===== config.mk =====
export PLATFORM = sky130hd
export DESIGN_NAME = fb_pingpong_sched
export DESIGN_NICKNAME = d
export VERILOG_FILES = /design/src/rtl/fb_sched_pkg.sv /design/src/rtl/fb_bank_tracker.sv /design/src/rtl/fb_pingpong_sched.sv
export SDC_FILE = /design/constraint.sdc
export NUM_CORES = 1
export LEC_CHECK = 0
export ABC_AREA = 1
export CAP_MARGIN = 20
export CORE_MARGIN = 10
export CORE_UTILIZATION = 50
export CTS_BUF_LIST = sky130_fd_sc_hd__clkbuf_4 sky130_fd_sc_hd__clkbuf_8
export CTS_CLUSTER_DIAMETER = 120
export DETAILED_ROUTE_END_ITERATION = 7
export DONT_BUFFER_PORTS = 1
export PLACE_DENSITY = 0.7
export SLEW_MARGIN = 15
export SYNTH_ARGS = -nofsm -noshare
export SYNTH_HDL_FRONTEND = slang
export SYNTH_HIERARCHICAL = 1
export SYNTH_SLANG_ARGS = --single-unit

===== constraint.sdc =====
create_clock -name iClk -period 4 [get_ports iClk]
set_input_delay 0.8 -clock iClk [delete_from_list [all_inputs] [get_ports iClk]]
set_output_delay 0.8 -clock iClk [all_outputs]
set_load 0.01 [all_outputs]

===== src/rtl/fb_sched_pkg.sv =====
// rtl/fb_sched_pkg.sv - shared encodings for the ping-pong frame-buffer scheduler
package fb_sched_pkg;

  typedef enum logic [1:0] {
    BANK_EMPTY   = 2'd0,
    BANK_FILLING = 2'd1,
    BANK_FULL    = 2'd2,
    BANK_READING = 2'd3
  } bank_state_e;

  typedef enum logic [1:0] {
    W_IDLE   = 2'd0,
    W_ACTIVE = 2'd1,
    W_DROP   = 2'd2
  } wr_state_e;

  typedef enum logic [1:0] {
    R_IDLE  = 2'd0,
    R_START = 2'd1,
    R_RUN   = 2'd2,
    R_FLUSH = 2'd3
  } rd_state_e;

  localparam int unsigned WIDTH_DEF  = 480;
  localparam int unsigned HEIGHT_DEF = 272;
  localparam int unsigned FRAME_PIX  = WIDTH_DEF * HEIGHT_DEF;

endpackage


===== src/rtl/fb_bank_tracker.sv =====
// rtl/fb_bank_tracker.sv - lifecycle state of one frame bank
module fb_bank_tracker
  import fb_sched_pkg::*;
(
  input  logic        clk,
  input  logic        rst,
  input  logic        set_fill,
  input  logic        set_full,
  input  logic        set_read,
  input  logic        rel,
  output bank_state_e state
);

  bank_state_e state_q, state_d;

  // set_fill is last so a bank released and refilled in the same cycle ends up FILLING
  always_comb begin
    state_d = state_q;
    if (rel)      state_d = BANK_EMPTY;
    if (set_full) state_d = BANK_FULL;
    if (set_read) state_d = BANK_READING;
    if (set_fill) state_d = BANK_FILLING;
  end

  always_ff @(posedge clk or posedge rst) begin
    if (rst) state_q <= BANK_EMPTY;
    else     state_q <= state_d;
  end

  assign state = state_q;

endmodule


===== src/rtl/fb_pingpong_sched.sv =====
// rtl/fb_pingpong_sched.sv - ping-pong bank scheduler between camera writer and window reader
module fb_pingpong_sched
  import fb_sched_pkg::*;
#(
  parameter int WIDTH  = 480,
  parameter int HEIGHT = 272,
  parameter int ADDR_W = 17,
  parameter int CNT_W  = $clog2(WIDTH * HEIGHT)
) (
  input  logic              iClk,
  input  logic              iRst,
  input  logic              iEnable,
  input  logic              iCamSof,
  input  logic              iCamEof,
  output logic              oWrAllow,
  output logic [ADDR_W:0]   oWrBase,
  output logic              oWinEn,
  output logic [ADDR_W:0]   oRdBase,
  input  logic              iWinValid,
  input  logic              iDsReady,
  output logic              oRdDone,
  output logic              oFrameErr,
  output logic [7:0]        oDropCnt
);

  localparam logic [ADDR_W:0]  BANK1_BASE = (ADDR_W + 1)'(WIDTH * HEIGHT);
  localparam logic [CNT_W-1:0] LAST_PIX   = CNT_W'(WIDTH * HEIGHT - 1);

  wr_state_e        wr_q, wr_d;
  rd_state_e        rd_q, rd_d;
  bank_state_e      bank_st [2];
  logic [1:0]       set_fill, set_full, set_read, rel;
  logic [1:0]       full_now, empty_vis;
  logic             wr_bank_q, wr_bank_d, rd_bank_q, rd_bank_d, old_q, old_d;
  logic             other, pick, eval_sof, win_en, rd_done;
  logic [ADDR_W:0]  wr_base_q, wr_base_d, rd_base_q, rd_base_d;
  logic [CNT_W-1:0] cnt_q, cnt_d;
  logic [7:0]       drop_q, drop_d;
  logic             err_q, err_d;

  for (genvar b = 0; b < 2; b++) begin : g_bank
    fb_bank_tracker u_bank (
      .clk      (iClk),
      .rst      (iRst),
      .set_fill (set_fill[b]),
      .set_full (set_full[b]),
      .set_read (set_read[b]),
      .rel      (rel[b]),
      .state    (bank_st[b])
    );
    assign full_now[b]  = (bank_st[b] == BANK_FULL);
    // a bank being released this cycle already counts as free for the writer
    assign empty_vis[b] = (bank_st[b] == BANK_EMPTY) || rel[b];
  end

  always_comb begin
    rd_d      = rd_q;
    rd_bank_d = rd_bank_q;
    rd_base_d = rd_base_q;
    cnt_d     = cnt_q;
    set_read  = '0;
    rel       = '0;
    win_en    = 1'b0;
    rd_done   = 1'b0;
    case (rd_q)
      R_IDLE: begin
        if (iEnable && (|full_now)) begin
          rd_bank_d           = (&full_now) ? old_q : full_now[1];
          set_read[rd_bank_d] = 1'b1;
          rd_base_d           = rd_bank_d ? BANK1_BASE : '0;
          rd_d                = R_START;
        end
      end
      R_START: rd_d = R_RUN;
      R_RUN: begin
        win_en = iDsReady & iEnable;
        if (iWinValid && win_en) begin
          if (cnt_q == LAST_PIX) begin
            cnt_d = '0;
            rd_d  = R_FLUSH;
          end else begin
            cnt_d = cnt_q + 1'b1;
          end
        end
      end
      R_FLUSH: begin
        rel[rd_bank_q] = 1'b1;
        rd_done        = 1'b1;
        rd_d           = R_IDLE;
      end
      default: rd_d = R_IDLE;
    endcase
  end

  // EOF is retired first so a coincident SOF sees the post-EOF bank states
  always_comb begin
    wr_d      = wr_q;
    wr_bank_d = wr_bank_q;
    wr_base_d = wr_base_q;
    old_d     = old_q;
    drop_d    = drop_q;
    err_d     = 1'b0;
    set_fill  = '0;
    set_full  = '0;
    other     = ~wr_bank_q;
    eval_sof  = (wr_q == W_IDLE);
    if (iCamEof && (wr_q == W_ACTIVE)) begin
      set_full[wr_bank_q] = 1'b1;
      old_d               = full_now[other] ? other : wr_bank_q;
      wr_d                = W_IDLE;
      eval_sof            = 1'b1;
    end else if (iCamEof && (wr_q == W_DROP)) begin
      wr_d     = W_IDLE;
      eval_sof = 1'b1;
    end
    pick = empty_vis[other] ? other : wr_bank_q;
    if (iCamSof) begin
      if (eval_sof && (|empty_vis)) begin
        wr_bank_d      = pick;
        set_fill[pick] = 1'b1;
        wr_base_d      = pick ? BANK1_BASE : '0;
        wr_d           = W_ACTIVE;
      end else if (wr_q == W_ACTIVE && !eval_sof) begin
        err_d = 1'b1;
      end else begin
        wr_d   = W_DROP;
        drop_d = (drop_q == 8'hFF) ? drop_q : drop_q + 8'd1;
      end
    end
  end

  always_ff @(posedge iClk or posedge iRst) begin
    if (iRst) begin
      wr_q      <= W_IDLE;
      rd_q      <= R_IDLE;
      wr_bank_q <= 1'b1;
      rd_bank_q <= 1'b0;
      old_q     <= 1'b0;
      wr_base_q <= '0;
      rd_base_q <= '0;
      cnt_q     <= '0;
      drop_q    <= '0;
      err_q     <= 1'b0;
    end else begin
      wr_q      <= wr_d;
      rd_q      <= rd_d;
      wr_bank_q <= wr_bank_d;
      rd_bank_q <= rd_bank_d;
      old_q     <= old_d;
      wr_base_q <= wr_base_d;
      rd_base_q <= rd_base_d;
      cnt_q     <= cnt_d;
      drop_q    <= drop_d;
      err_q     <= err_d;
    end
  end

  assign oWrAllow  = (wr_q == W_ACTIVE);
  assign oWrBase   = wr_base_q;
  assign oWinEn    = win_en;
  assign oRdBase   = rd_base_q;
  assign oRdDone   = rd_done;
  assign oFrameErr = err_q;
  assign oDropCnt  = drop_q;

endmodule


### After elaboration in Yosys (flattened, before gate mapping)

Cells that the tools add are included.

* bits in registers: 73
* output and inout port bits: 48
* word-level logic and storage cells: 115

* add/subtract/negate cells: 2
* order comparisons: 9
* equal/unequal tests: 12
* multiplexer cells: 48
* bitwise gates (word level): 5
* reduce and logical (&&, ||, !) cells: 27

Operators with widths (count)
* two-way mux 17 bit: 3
* two-way mux 2 bit: 22
* two-way mux 1 bit: 18
* adder 17 x 1 -> 17 bit (second input constant): 1
* equality test 17 bit (second input constant): 1
* equality test 2 bit (second input constant): 5
* logical AND 1 bit: 10
* < comparator 1 x 2 -> 1 bit (second input constant): 5
* adder 8 x 1 -> 8 bit (second input constant): 1
* equality test 8 bit (second input constant): 1
* zero test 2 bit: 4
* one-hot mux 2 bit (4 select lines): 1
* AND reduction 2 bit: 4
* nonzero test 4 bit: 2
* inequality test 2 bit (second input constant): 3
* demux 1 bit (select 1 bit): 4
* equality test 2 x 1 -> 1 bit (second input constant): 2
* >= comparator 1 bit (second input constant): 4
* inverter 1 bit: 4
* AND reduction 4 bit: 1
* OR reduction 2 bit: 2
* AND reduction 3 bit: 1
* logical OR 1 bit: 2
* AND 1 bit: 1
* zero test 1 bit: 1

### Depth between registers and ports, before layout

* word-level depth: 16
* mapped depth: 11

### Hierarchy

The synthesis kept the hierarchy.

By module, submodules not included
* fb_pingpong_sched: times used 1, cells each 319, area each 2409.8 µm², sequential area each 852.1 µm²
* fb_bank_tracker: times used 2, cells each 10, area each 85.1 µm², sequential area each 50.0 µm²

### Least setup slack after synthesis

No wires, ideal clock.

* path kind: input port to output port
* start point: input iDsReady
* end point: output oWinEn
* arrival: 995 ps
* data required time: 3200 ps
* path slack: 2205 ps
* cell stages on the path: 2
* buffers on the path: 0
* cell sequence: nand2_1 > nor2_1

* longest elaborated chain between the ends: 2

RTL lines
* from (decl): line fb_pingpong_sched.sv:20 `input logic iDsReady,`
* AND 1 bit: line fb_pingpong_sched.sv:76 `win_en = iDsReady & iEnable;`
* two-way mux 1 bit: line fb_pingpong_sched.sv:65 `case (rd_q)`
* to (decl): line fb_pingpong_sched.sv:17 `output logic oWinEn,`

Every way passes these cells.

### Worst setup path after layout

* start point: register rd_q[0]
* end point: output oWinEn

* longest elaborated chain between the ends: 2

RTL lines
* from (decl): line fb_pingpong_sched.sv:30 `rd_state_e rd_q, rd_d;`
* from (signal assigned): line fb_pingpong_sched.sv:146 `rd_q <= rd_d;`
* equality test 2 bit: line fb_pingpong_sched.sv:65
* two-way mux 1 bit: line fb_pingpong_sched.sv:65

Every way passes these cells.

==> flow_summary.json <==
{
  "run_status": "completed",
  "start_kind": "flop",
  "min_period_ns": 2.17,
  "grt_usage_pct": 12.4,
  "powerDensity_nw_per_um2": 570,
  "n_antenna_cell": 0,
  "avgRoutedWirePerCell_um": 11.9,
  "startpoint": "rd_q[0]",
  "reg2reg_depth": 10,
  "dr.pass1.iters": 4,
  "wl_mm": 4.76,
  "avgSynthCellArea_um2": 7.61,
  "r2r-start": "oRdBase[15]",
  "synth_area_leaders": "dfrtp_1 (36%), nand2_1 (11%), buf_4 (10%)",
  "async_flop_share_pct": 100,
  "fin_skew_ns": 0.00700,
  "crit_slowest_cell": "dfrtp_1",
  "max_stage_delay_ns": 0.41,
  "worst_pin_slew_ns": 0.878,
  "post_cts_resized": 0,
  "cts.reportedPaths.clkPinSlew_ns": 0.08,
  "die_h_um": 91.8,
  "synth_commonest_cells": "nand2_1 (77), nor2_1 (43), inv_1 (39)",
  "fillers": 507,
  "num_io_pins": 55,
  "synthCells": 339,
  "crit_fanout": 4,
  "min_path_type": "in2async",
  "r2r_setup_slack_ns": 2.04,
  "cts_htree_levels": 2,
  "drive_gt1_share_pct": 14.2,
  "antenna_left": 0,
  "areaGrowthSynthToFinish_pct": -0.485,
  "worstPathCellList": "inv_1 -> ha_1 -> inv_2 -> nor2_1",
  "max_freq_mhz": 460,
  "grt_pass1_vias": 1946,
  "crit_cells": 4,
  "crit_type": "reg2out",
  "post-route-period-util_pct": 54.3,
  "overflow": 0,
  "setup_tns_ns": 0,
  "multi_input_area_um2": 1250,
  "antenna_found_initial": 0,
  "drv_slew": 0,
  "crit_required_ns": 3.20,
  "rsz0062_at_grt": "no",
  "synth-edff-count": 0,
  "setup_viol": 0,
  "synthDistinctLibCells": 36,
  "report.power.total_mw": 1.46,
  "critPathBufInv": 2,
  "rows": 26,
  "dieArea_um2": 8430,
  "hold_viol": 0,
  "postCtsHoldBufs": 0,
  "synthFlopType": "dfrtp_1",
  "synth_most_common_cell": "nand2_1",
  "r2r-end": "g_bank[0].u_bank/state[0]",
  "yosys_register_bits": 38,
  "grt_start_max_net_pins": 23,
  "relSlewSlack_pct": 41.4,
  "gp_congestion": 0.843,
  "vias": 1872,
  "ys_seq_area_share_pct": 36.9,
  "grt_pass1_wl_mm": 8.78,
  "insertion_delay_ns": 0.29,
  "p_leak_nw": 1.36,
  "crit_family": "flip-flops",
  "die_x_um": 91.8,
  "endpoint": "oWinEn",
  "end_kind": "output pin",
  "drt_iter0_drc": 68,
  "cts.sinks": 38,
  "syn-cell-area_um2": 2580,
  "layout.nets": 343,
  "dpl.hpwl_mm": 3.72,
  "via_per_inst": 4.67,
  "io_buffers": 0,
  "cts_buffers": 5,
  "route.detailed.drc": 0,
  "start_util_pct": 51.2,
  "drv_cap": 0,
  "synth_top_area_share_pct": 35.9,
  "final_core_util_pct": 50.9,
  "yosysWarnings": 6,
  "ir_drop_mv": 0.225,
  "postCtsSetupBuffers": 0,
  "cts_tree": "yes",
  "clock_path_buffers": 2,
  "arrival_ns": 1.37,
  "ff_latch_area_um2": 952,
  "core_um2": 5040,
  "cts_root_buf": "clkbuf_8",
  "synth_top_cell_by_area": "dfrtp_1"
}
[layout by cell type, fill, tap and decap left out, types with 6 or more instances in the layout]
| cell | netlist | layout |
|---|---|---|
| clkbuf_8 | 0 | 6 |
| o21ai_0 | 7 | 7 |
| inv_2 | 8 | 8 |
| conb_1 | 1 | 20 |
| inv_1 | 39 | 39 |
| nand2_2 | 6 | 6 |
| a21oi_1 | 6 | 6 |
| dfrtp_1 | 37 | 37 |
| nor2_1 | 43 | 43 |
| ha_1 | 6 | 6 |
| nand2_1 | 77 | 77 |
| nand3_1 | 17 | 17 |
[through the flow]
step	hold slack, ns	cells	setup slack (ns)	cell area, µm²
after floorplan	0.460	358	2.21	2650
after global placement	0.479	393	2.12	2470
after detailed placement	0.496	393	2.03	2470
after CTS	0.226	401	1.80	2570
after global routing	0.219	401	1.69	2570
final	0.236	401	1.83	2570
[area by class of cell]
| class | instances | area share, % |
|---|---|---|
| clock inverters | 2 | 0.487 |
| multi-input cells | 237 | 48.6 |
| well taps | 70 | 3.41 |
| flip-flops and latches | 38 | 37.1 |
| clock buffers | 6 | 3.22 |
| repair buffers | 1 | 0.292 |
| inverters | 47 | 6.87 |
[state kept, by name, summed over array words and instances, names as in the netlist]
register,count
cnt_q,17
oDropCnt,8
g_bank.u_bank/state,4
rd_q,2
wr_q,2
oFrameErr,1
oRdBase,1
oWrBase,1
old_q,1
wr_bank_q,1
[power by group]
part / internal [mW] / switching, mW
logic: 0.187 / 0.323
clock network: 0.139 / 0.138
registers: 0.500 / 0.176
[worst min path at each step]
stage,from,endpoint,slack (ns),cells after the start
6_report,iRst,g_bank[1].u_bank/state[0],0.24,1
5_1_grt,iRst,g_bank[1].u_bank/state[1],0.22,1
4_1_cts,iRst,g_bank[1].u_bank/state[0],0.23,1
3_5_place_dp,old_q,old_q,0.50,2
3_3_place_gp,old_q,old_q,0.48,2
2_1_floorplan,old_q,old_q,0.46,2
[cell families (layout without fill, tap and decap cells)]
group,count (synthesis),count (layout),synth area share (%)
and+or+nand+nor,177,177,33.9
buffers and inverters,83,56,17.5
DFF,38,38,36.9
AOI/OAI and AO/OA,25,25,5.63
xor gates and xnor gates,9,9,3.06
adders and majority gates,6,6,2.91
other,1,20,0.145
[per-layer routing]
layer | vias up | GRT usage, % | part of all wire (%)
li1 | 978 | - | -
met4 | 0 | 4.88 | 1.5
met5 | - | 0 | 0
met1 | 862 | 13.8 | 44
met2 | 26 | 21.3 | 50
met3 | 6 | 4.07 | 4.6
Note: power is estimated with default switching activity, not from simulation.
